**config.mk**
```make
export PLATFORM = sky130hd
export DESIGN_NAME = fib_sched_flat
export DESIGN_NICKNAME = d
export VERILOG_FILES = /design/src/rtl/fib_sched_pkg.sv /design/src/rtl/fib_sched_if.sv /design/src/rtl/fib_sched_rr_arbiter.sv /design/src/rtl/fib_sched.sv /design/src/flat_wrapper.sv
export SDC_FILE = /design/constraint.sdc
export NUM_CORES = 1
export LEC_CHECK = 0
export CELL_PAD_IN_SITES_DETAIL_PLACEMENT = 0
export CELL_PAD_IN_SITES_GLOBAL_PLACEMENT = 1
export CORE_ASPECT_RATIO = 1.2
export CORE_MARGIN = 3
export CORE_UTILIZATION = 37
export CTS_BUF_LIST = sky130_fd_sc_hd__clkbuf_4
export DETAILED_ROUTE_END_ITERATION = 8
export PLACE_DENSITY_LB_ADDON = 0.08
export SYNTH_ARGS = -nofsm -noshare
export SYNTH_HDL_FRONTEND = slang
export SYNTH_SLANG_ARGS = --single-unit
export TNS_END_PERCENT = 10
```
**constraint.sdc**
```tcl
create_clock -name clk -period 5.22 [get_ports clk]
set_clock_uncertainty 0.15 [all_clocks]
set_input_delay 1.044 -clock clk [delete_from_list [all_inputs] [get_ports clk]]
set_output_delay 1.044 -clock clk [all_outputs]
set_load 0.05 [all_outputs]
```
**src/rtl/fib_sched_pkg.sv**
```systemverilog
// ----------------------------------------------------------------------------
// fib_sched_pkg : shared FSM state type and req_n slice helper for fib_sched
// Rev 1.0
// ----------------------------------------------------------------------------
`default_nettype none

package fib_sched_pkg;

  typedef enum logic [2:0] {
    IDLE   = 3'd0,
    GO     = 3'd1,
    SETTLE = 3'd2,
    WAIT   = 3'd3,
    RESP   = 3'd4
  } state_e;

  localparam int c_SLICE_BITS  = 512;
  localparam int c_SLICE_IDX_W = 9;
  localparam int c_SLICE_MAX_W = 32;

  // Returns bits [idx*width +: width] of a packed vector, zero-extended to 32.
  function automatic logic [31:0] req_n_slice(input logic [c_SLICE_BITS-1:0] packed_n,
                                              input int unsigned idx,
                                              input int unsigned width);
    logic [31:0] r;
    int unsigned pos;
    r = '0;
    for (int unsigned b = 0; b < c_SLICE_MAX_W; b++) begin
      pos = idx * width + b;
      if (b < width && pos < c_SLICE_BITS) r[b[4:0]] = packed_n[pos[c_SLICE_IDX_W-1:0]];
    end
    return r;
  endfunction

endpackage

`default_nettype wire

```
**src/rtl/fib_sched_if.sv**
```systemverilog
// ----------------------------------------------------------------------------
// fib_sched_if : requester-side and core-side signals of the fib scheduler
// Rev 1.0
// ----------------------------------------------------------------------------
`default_nettype none

interface fib_sched_if #(
  parameter int NUM_REQ      = 4,
  parameter int INPUT_WIDTH  = 6,
  parameter int OUTPUT_WIDTH = 16
);
  logic [NUM_REQ-1:0]             req;
  logic [NUM_REQ*INPUT_WIDTH-1:0] req_n;
  logic [NUM_REQ-1:0]             ack;
  logic [NUM_REQ-1:0]             resp_valid;
  logic [OUTPUT_WIDTH-1:0]        resp_result;
  logic                           resp_overflow;
  logic                           resp_error;
  logic                           busy;
  logic                           fib_go;
  logic [INPUT_WIDTH-1:0]         fib_n;
  logic                           fib_done;
  logic [OUTPUT_WIDTH-1:0]        fib_result;
  logic                           fib_overflow;

  modport slave (
    input  req, req_n, fib_done, fib_result, fib_overflow,
    output ack, resp_valid, resp_result, resp_overflow, resp_error, busy, fib_go, fib_n
  );

  modport master (
    output req, req_n, fib_done, fib_result, fib_overflow,
    input  ack, resp_valid, resp_result, resp_overflow, resp_error, busy, fib_go, fib_n
  );
endinterface

`default_nettype wire

```
**src/rtl/fib_sched_rr_arbiter.sv**
```systemverilog
// ----------------------------------------------------------------------------
// rr_arbiter : combinational round-robin pick, first request at/after pointer
// Rev 1.0
// ----------------------------------------------------------------------------
`default_nettype none

module rr_arbiter #(
  parameter int NUM_REQ = 4
) (
  input  logic [NUM_REQ-1:0]                                 req_i,
  input  logic [((NUM_REQ > 1) ? $clog2(NUM_REQ) : 1)-1:0]   ptr_i,
  input  logic                                               enable_i,
  output logic [NUM_REQ-1:0]                                 grant_o,
  output logic [((NUM_REQ > 1) ? $clog2(NUM_REQ) : 1)-1:0]   grant_idx_o,
  output logic                                               any_req_o
);

  localparam int c_IDX_W = (NUM_REQ > 1) ? $clog2(NUM_REQ) : 1;

  logic found;
  int   j;

  always_comb begin
    grant_o     = '0;
    grant_idx_o = '0;
    found       = 1'b0;
    j           = 0;
    for (int k = 0; k < NUM_REQ; k++) begin
      j = (int'(ptr_i) + k) % NUM_REQ;
      if (enable_i && !found && req_i[j[c_IDX_W-1:0]]) begin
        grant_o[j[c_IDX_W-1:0]] = 1'b1;
        grant_idx_o             = j[c_IDX_W-1:0];
        found                   = 1'b1;
      end
    end
  end

  assign any_req_o = |req_i;

endmodule

`default_nettype wire

```
**src/rtl/fib_sched.sv**
```systemverilog
// ----------------------------------------------------------------------------
// fib_sched : round-robin sharing of one Fibonacci core with done watchdog
// Rev 1.0
// ----------------------------------------------------------------------------
`default_nettype none

module fib_sched
  import fib_sched_pkg::*;
#(
  parameter int NUM_REQ        = 4,
  parameter int INPUT_WIDTH    = 6,
  parameter int OUTPUT_WIDTH   = 16,
  parameter int TIMEOUT_CYCLES = 1024
) (
  input  logic        clk,
  input  logic        rst,
  fib_sched_if.slave  bus
);

  localparam int c_IDX_W = (NUM_REQ > 1) ? $clog2(NUM_REQ) : 1;
  localparam int c_CNT_W = $clog2(TIMEOUT_CYCLES);
  localparam logic [c_CNT_W-1:0] c_CNT_LAST = c_CNT_W'(TIMEOUT_CYCLES - 1);
  localparam logic [c_CNT_W-1:0] c_CNT_MAX  = '1;
  localparam logic [c_IDX_W-1:0] c_IDX_LAST = c_IDX_W'(NUM_REQ - 1);

  state_e                  state_q, state_d;
  logic [c_IDX_W-1:0]      owner_q, owner_d;
  logic [c_IDX_W-1:0]      ptr_q, ptr_d;
  logic [c_CNT_W-1:0]      cnt_q, cnt_d;
  logic [NUM_REQ-1:0]      ack_q, ack_d;
  logic [NUM_REQ-1:0]      rv_q, rv_d;
  logic [OUTPUT_WIDTH-1:0] res_q, res_d;
  logic                    ovf_q, ovf_d;
  logic                    err_q, err_d;
  logic                    go_q, go_d;
  logic [INPUT_WIDTH-1:0]  n_q, n_d;

  logic [NUM_REQ-1:0]      win_grant;
  logic [c_IDX_W-1:0]      win_idx;
  logic                    any_req;

  rr_arbiter #(.NUM_REQ(NUM_REQ)) u_arb (
    .req_i       (bus.req),
    .ptr_i       (ptr_q),
    .enable_i    (state_q == IDLE),
    .grant_o     (win_grant),
    .grant_idx_o (win_idx),
    .any_req_o   (any_req)
  );

  always_ff @(posedge clk) begin
    if (rst) begin
      state_q <= IDLE;
      owner_q <= '0;
      ptr_q   <= '0;
      cnt_q   <= '0;
      ack_q   <= '0;
      rv_q    <= '0;
      res_q   <= '0;
      ovf_q   <= 1'b0;
      err_q   <= 1'b0;
      go_q    <= 1'b0;
      n_q     <= '0;
    end else begin
      state_q <= state_d;
      owner_q <= owner_d;
      ptr_q   <= ptr_d;
      cnt_q   <= cnt_d;
      ack_q   <= ack_d;
      rv_q    <= rv_d;
      res_q   <= res_d;
      ovf_q   <= ovf_d;
      err_q   <= err_d;
      go_q    <= go_d;
      n_q     <= n_d;
    end
  end

  always_comb begin
    state_d = state_q;
    owner_d = owner_q;
    ptr_d   = ptr_q;
    cnt_d   = cnt_q;
    ack_d   = '0;
    rv_d    = '0;
    res_d   = res_q;
    ovf_d   = ovf_q;
    err_d   = err_q;
    go_d    = 1'b0;
    n_d     = n_q;
    case (state_q)
      IDLE: begin
        if (any_req) begin
          owner_d = win_idx;
          n_d     = INPUT_WIDTH'(req_n_slice(c_SLICE_BITS'(bus.req_n), 32'(win_idx), INPUT_WIDTH));
          ack_d   = win_grant;
          state_d = GO;
        end
      end
      GO: begin
        go_d    = 1'b1;
        state_d = SETTLE;
      end
      // done may still be high from the previous job until the core sees go
      SETTLE: begin
        cnt_d   = '0;
        state_d = WAIT;
      end
      WAIT: begin
        if (cnt_q != c_CNT_MAX) cnt_d = cnt_q + 1'b1;
        if (bus.fib_done) begin
          res_d   = bus.fib_result;
          ovf_d   = bus.fib_overflow;
          err_d   = 1'b0;
          rv_d    = NUM_REQ'(1) << owner_q;
          state_d = RESP;
        end else if (cnt_q == c_CNT_LAST) begin
          res_d   = '0;
          ovf_d   = 1'b0;
          err_d   = 1'b1;
          rv_d    = NUM_REQ'(1) << owner_q;
          state_d = RESP;
        end
      end
      RESP: begin
        ptr_d   = (owner_q == c_IDX_LAST) ? '0 : owner_q + 1'b1;
        state_d = IDLE;
      end
      default: state_d = IDLE;
    endcase
  end

  assign bus.ack           = ack_q;
  assign bus.resp_valid    = rv_q;
  assign bus.resp_result   = res_q;
  assign bus.resp_overflow = ovf_q;
  assign bus.resp_error    = err_q;
  assign bus.busy          = (state_q != IDLE);
  assign bus.fib_go        = go_q;
  assign bus.fib_n         = n_q;

endmodule

`default_nettype wire

```
**src/flat_wrapper.sv**
```systemverilog
// flat-port wrapper written by rule: the top's interface ports become plain ports
module fib_sched_flat import fib_sched_pkg::*;
#(
  parameter int NUM_REQ        = 4,
  parameter int INPUT_WIDTH    = 6,
  parameter int OUTPUT_WIDTH   = 16,
  parameter int TIMEOUT_CYCLES = 1024
)
  (clk, rst, bus_req, bus_req_n, bus_fib_done, bus_fib_result, bus_fib_overflow, bus_ack, bus_resp_valid, bus_resp_result, bus_resp_overflow, bus_resp_error, bus_busy, bus_fib_go, bus_fib_n);
  fib_sched_if #(.NUM_REQ(NUM_REQ), .INPUT_WIDTH(INPUT_WIDTH), .OUTPUT_WIDTH(OUTPUT_WIDTH)) bus_i ();
  input  logic clk;
  input  logic rst;
  input wire logic [$bits(bus_i.req)-1:0] bus_req;
  input wire logic [$bits(bus_i.req_n)-1:0] bus_req_n;
  input wire logic [$bits(bus_i.fib_done)-1:0] bus_fib_done;
  input wire logic [$bits(bus_i.fib_result)-1:0] bus_fib_result;
  input wire logic [$bits(bus_i.fib_overflow)-1:0] bus_fib_overflow;
  output wire logic [$bits(bus_i.ack)-1:0] bus_ack;
  output wire logic [$bits(bus_i.resp_valid)-1:0] bus_resp_valid;
  output wire logic [$bits(bus_i.resp_result)-1:0] bus_resp_result;
  output wire logic [$bits(bus_i.resp_overflow)-1:0] bus_resp_overflow;
  output wire logic [$bits(bus_i.resp_error)-1:0] bus_resp_error;
  output wire logic [$bits(bus_i.busy)-1:0] bus_busy;
  output wire logic [$bits(bus_i.fib_go)-1:0] bus_fib_go;
  output wire logic [$bits(bus_i.fib_n)-1:0] bus_fib_n;
  assign bus_i.req = bus_req;
  assign bus_i.req_n = bus_req_n;
  assign bus_i.fib_done = bus_fib_done;
  assign bus_i.fib_result = bus_fib_result;
  assign bus_i.fib_overflow = bus_fib_overflow;
  assign bus_ack = bus_i.ack;
  assign bus_resp_valid = bus_i.resp_valid;
  assign bus_resp_result = bus_i.resp_result;
  assign bus_resp_overflow = bus_i.resp_overflow;
  assign bus_resp_error = bus_i.resp_error;
  assign bus_busy = bus_i.busy;
  assign bus_fib_go = bus_i.fib_go;
  assign bus_fib_n = bus_i.fib_n;
  fib_sched #(.NUM_REQ(NUM_REQ), .INPUT_WIDTH(INPUT_WIDTH), .OUTPUT_WIDTH(OUTPUT_WIDTH), .TIMEOUT_CYCLES(TIMEOUT_CYCLES)) u_core (.clk(clk), .rst(rst), .bus(bus_i));
endmodule
```
### After elaboration in Yosys (flattened, before gate mapping)

Index checks and enable logic that the tools add are counted.

* register bits: 50
* output and inout bits: 34
* bits of input ports: 48

* add/subtract/negate cells: 10
* mux-type cells: 61
* $mul: 1
* magnitude comparators: 20
* equality and inequality tests: 10
* bitwise operators: 6
* shift operators: 1
* reductions and logical operators: 25

Operator list (count)
* less-than comparator 32 x 10 -> 1 bit, second input constant: 5
* less-than comparator 9 x 10 -> 1 bit, second input constant: 5
* binary-select mux 1 bit (select 9 bit): 5
* 2-to-1 mux 16 bit: 2
* 2-to-1 mux 1 bit: 28
* 2-to-1 mux 4 bit: 6
* less-than comparator 5 x 10 -> 1 bit, second input constant: 2
* one-hot mux 10 bit (2 select lines): 1
* adder 5 x 2 -> 6 bit, second input constant: 2
* adder 5 x 3 -> 6 bit, second input constant: 2
* less-than comparator 2 x 3 -> 1 bit, second input constant: 4
* OR 4 bit: 3
* one-hot mux 3 bit (4 select lines): 1
* logical AND 1 bit: 11
* adder 10 x 1 -> 10 bit, second input constant: 1
* == test 10 bit, second input constant: 1
* 2-to-1 mux 10 bit: 1
* 2-to-1 mux 2 bit: 5
* != test 10 bit, second input constant: 1
* 2-to-1 mux 3 bit: 3
* binary-select mux 1 bit (select 2 bit): 4
* demux 1 bit (select 2 bit): 4
* greater-or-equal comparator 2 x 1 -> 1 bit, second input constant: 4
* AND reduction 2 bit: 4
* other kinds (20): 29

### Logic depth before layout (Yosys ltp)

* depth after elaboration: 21
* gate-level depth with buffers: 16
* mapped depth without buffers: 14

### By module

From an unflattened synthesis, not the netlist that was laid out.

* cell total of the unflattened synthesis: 320
* area, all modules: 3209.3 um^2

By module, submodules not included
* fib_sched: area an instance 2632.5 um^2, times used 1, seq. area each 1001.0 um^2, cells each 248
* rr_arbiter: area an instance 576.8 um^2, times used 1, seq. area each 0.0 um^2, cells each 72

### Least setup slack after synthesis

OpenSTA, ideal clock, no wires.

* path type: register -> register
* start: register u_core.ptr_q[0]
* end: register u_core.n_q[4] (netlist: u_core.bus.fib_n[4])
* data required time: 5.001 ns
* clock period less this slack: 4.290 ns
* slack: 0.930 ns
* data arrival time: 4.071 ns
* path buffers: 2
* cell stages (with the launch flop): 15
* cells stage by stage: dfxtp_1 -> buf_2 -> inv_1 -> ha_1 -> mux4_2 -> nor3_1 -> and2_1 -> a22o_1 -> inv_2 -> ha_1 -> buf_2 -> xor2_1 -> mux2i_1 -> mux4_2 -> o21ai_1

* longest elaborated chain between the ends: 21
* elaborated cells on any way between the ends: 34
* those cells by class: 4 x add/sub; 1 x mul; 1 x order compare; 18 x mux; 10 x reduce/logical

RTL lines
* start: declaration: line fib_sched.sv:28 `logic [c_IDX_W-1:0] ptr_q, ptr_d;`
* start signal: assignment: line fib_sched.sv:67 `ptr_q <= ptr_d;`
* binary-select mux 1 bit (select 2 bit): line fib_sched_rr_arbiter.sv:30 `if (enable_i && !found && req_i[j[c_IDX_W-1:0]]) begin`
* 2-to-1 mux 1 bit (not written as such): line fib_sched_rr_arbiter.sv:30
* logical AND 1 bit: line fib_sched_rr_arbiter.sv:30
* 2-to-1 mux 1 bit: line fib_sched_rr_arbiter.sv:30
* logical NOT 1 bit: line fib_sched_rr_arbiter.sv:30
* logical AND 1 bit (2 in a row): line fib_sched_rr_arbiter.sv:30
* 2-to-1 mux 1 bit: line fib_sched_rr_arbiter.sv:30
* logical NOT 1 bit: line fib_sched_rr_arbiter.sv:30
* [... 4 more ...]
* logical AND 1 bit (2 in a row): line fib_sched_rr_arbiter.sv:30
* 2-to-1 mux 2 bit *: line fib_sched_rr_arbiter.sv:30
* named net u_core.u_arb.grant_idx_o (one bit): line fib_sched_rr_arbiter.sv:14 `output logic [((NUM_REQ > 1) ? $clog2(NUM_REQ) : 1)-1:0] grant_idx_o,`
* multiplier 2 x 2 -> 4 bit *: line fib_sched_pkg.sv:29 `pos = idx * width + b;`
* adder 5 x 3 -> 6 bit *: line fib_sched_pkg.sv:29
* binary-select mux 1 bit (select 9 bit): line fib_sched_pkg.sv:30 `if (b < width && pos < c_SLICE_BITS) r[b[4:0]] = packed_n[pos[c_SLICE_IDX_W-1:0]];`
* 2-to-1 mux 1 bit (not written as such): line fib_sched_pkg.sv:30
* 2-to-1 mux 1 bit *: line fib_sched_pkg.sv:30
* end signal: assignment: line fib_sched.sv:75 `n_q <= n_d;`
* end: declaration: line fib_sched.sv:36 `logic [INPUT_WIDTH-1:0] n_q, n_d;`

The timed path passes the listed nets; every way through them passes the cells marked *. The select of a mux whose other input is x is not followed.
A chain may end at the register's enable or synchronous reset.

### Worst setup path after layout

* start: register u_core.ptr_q[0]
* end: register u_core.n_q[5] (netlist: u_core.bus.fib_n[5])

Same word-level chain as after synthesis.

==> qor.yml <==
yosys.area.top_type_share_pct: 33.9
post_drt_wl_per_cell_um: 15.0
vdd_drop_max_uv: 136
m1WireLength_um: 3100
syn_avg_cell_area_sq_um: 9.45
clk_latency_ps: 350
first_pass_iters: 4
holdWs_ps: 317
yosysSeqAreaShare_pct: 33.9
grtUsageTotal_pct: 15.9
reg2regPathDepth: 13
synth-seq-cells: 50
yosysWarnings: 0
drv_slew: 0
synth_area_leaders: "dfxtp_1 (34%), mux4_2 (9.9%), a22oi_1 (6.1%)"
crit_fanout: 14
dieHeight_um: 104
cts-resized-gates: 0
grt_setup_unrepaired: "no"
cts_buffers: 5
crit_required_ps: 5360
ys_async_sr_fraction_pct: 0
fmaxAchievable_mhz: 231
antenna_found_initial: 0
post_drt_via_cell_ratio: 5.41
via_count: 2591
cpMaxStageDelayCell: "dfxtp_1"
syn-num-nets: 374
tightest_slew_ps: 705
grt_pass1_wl_um: 11700
leakagePower_nw: 1.37
port_buffers: 81
ys_types: 47
final-hold-violation-count: 0
crit_chain: "inv_1 -> ha_1 -> mux4_2 -> nor3_1 -> and2_1 -> a22o_1 -> inv_2 -> ha_1 -> xor2_1 -> buf_4 -> mux2i_1 -> mux4_2 -> o21ai_1"
status: "complete, no violations"
netlist_top_cells_count: "dfxtp_1 (50), nor2_1 (40), a22oi_1 (24)"
h-tree-depth: 2
synth_top_area_cell: "dfxtp_1"
post-route-min-period_ps: 4330
cts_max_path_buffers: 2
max_cap_violations: 0
routed.top_layer: "met4"
pin_count: 82
maxSlewHeadroom_pct: 53.0
clkSinkCount: 50
synth.most_common_cell: "dfxtp_1"
antenna_cells: 0
cts_tree: "built"
grt_max_degree: 35
max_stage_delay_ps: 720
cts_hold_buffers: 0
die_x_um: 87.5
synth.cell_area_sq_um: 2950
synth_edf_count: 0
critical_path_class: "reg -> reg"
finalCritPeriodShare_pct: 82.9
rows: 35
cts_setup_buffers: 0
drive_gt1_share_pct: 7.24
remaining_drc_errors: 0
coreArea_sq_um: 7710
setup_tns_ps: 0
drt-total-wl_um: 7180
layout.nets: 449
start_util_pct: 38.3
crit_path_end_kind: "register"
area_growth_syn_to_layout_pct: 32.1
synth_flop_cell: "dfxtp_1"
hold_path_depth: 2
grt_pass1_vias: 2457
cts-root-buf: "clkbuf_4"
design.die.area_sq_um: 9080
routabilityCongestion: 0.822
path_clk_slew_ps: 130
grt_overflow_total: 0
hold_path.class: "reg -> reg"
synthCells: 312
arrival_ps: 4470
wl_met3_um: 304
first_iter_violations: 81
routed-wl-met2_um: 3720
dp_hpwl_um: 5530
ant_nets: 0
fill_cells: 754
p_per_area_nw_per_um2: 232
start_kind: "register"
report.final.setup_viol: 0
-- cells in the final DEF, fill, tap and decap left out, types with 5 or more instances in the layout --
cell and count:
or3_1 7, nand3_1 6, a21oi_1 19, nand2_1 19
nor3_1 5, nor2b_1 5, dfxtp_1 50, inv_1 10
clkdlybuf4s50_1 81, mux4_2 13, o21ai_0 6, clkbuf_4 5
a211oi_1 5, mux2i_1 11, nor2_1 40, a22oi_1 24
ha_1 14, and2_1 9
-- final timing paths --
kind | startpoint | endpoint | slack, ps
worst max-delay path | u_core.ptr_q[0]$_SDFFE_PP0N_ | u_core.bus.fib_n[5]$_SDFFE_PP0P_ | 890
worst min register to register | u_core.bus.resp_error$_SDFFE_PP0P_ | u_core.bus.resp_error$_SDFFE_PP0P_ | 320
worst max register to register | u_core.ptr_q[0]$_SDFFE_PP0N_ | u_core.bus.fib_n[5]$_SDFFE_PP0P_ | 890
worst min-delay path | u_core.bus.resp_error$_SDFFE_PP0P_ | u_core.bus.resp_error$_SDFFE_PP0P_ | 320
-- sequential cells by signal (all words and copies together) (netlist names) --
register and cells:
u_core.bus.ack 4, u_core.bus.fib_go 1, u_core.bus.fib_n 6, u_core.bus.resp_error 1, u_core.bus.resp_overflow 1, u_core.bus.resp_result 16, u_core.bus.resp_valid 4, u_core.cnt_q 10
u_core.owner_q 2, u_core.ptr_q 2, u_core.state_q 3
-- cell type report --
class	count	area, sq um	share of cell area [%]
tap	92	115	2.96
multi-input combinational	234	1820	46.8
sequential	50	1000	25.7
timing repair buffer	84	833	21.4
clock buffer	5	37.5	0.964
clock inverter	2	33.8	0.867
inverter	12	50.0	1.28
-- where the power goes --
part / leakage (nW) / switching (W) / internal [W]
sequential: 0.406 / 0.0000124 / 0.000398
clock: 0.0387 / 0.000114 / 0.0000970
combinational: 0.928 / 0.000154 / 0.000128
total: 1.37 / 0.000280 / 0.000624
-- through the flow --
stage               power, W  util (%)  worst slack (ps)  cells  cell area [sq um]
finish              0.000904      50.5               894    479               3890
global route        0.000957      50.5               531    479               3890
CTS                 0.000920      50.5               836    479               3890
detailed placement  0.000704      49.6               562    472               3820
global placement    0.000703      49.6               669    472               3820
floorplan           0.000603         -               930    312               2950
-- layer usage --
metal  vias up  global-route usage [%]
li1       1315                       -
met1      1218                    19.8
met2        56                    28.0
met3         2                    2.23
met4         0                    4.28
met5         -                       0
-- cell families (layout without fill, tap and decap cells) --
group	after synthesis	after routing	share of synthesized area (%)
AND/OR/NAND/NOR	114	114	19.6
adder cells (fa/ha/maj)	14	14	5.94
AO/OA/AOI/OAI	73	73	17.6
XOR/XNOR	5	5	1.48
multiplexers	28	28	17.2
buffers and inverters	28	103	4.20
flip-flops	50	50	33.9
-- critical path: cells and delay by family (launching register included) --
family,cells,cell delay (ps)
buffers and inverters,3,400
AND/OR/NAND/NOR,2,530
flip-flops,1,720
AO/OA/AOI/OAI,2,350
multiplexers,3,1170
adder cells (fa/ha/maj),2,730
XOR/XNOR,1,200
Power figures use the tool's default switching activity.
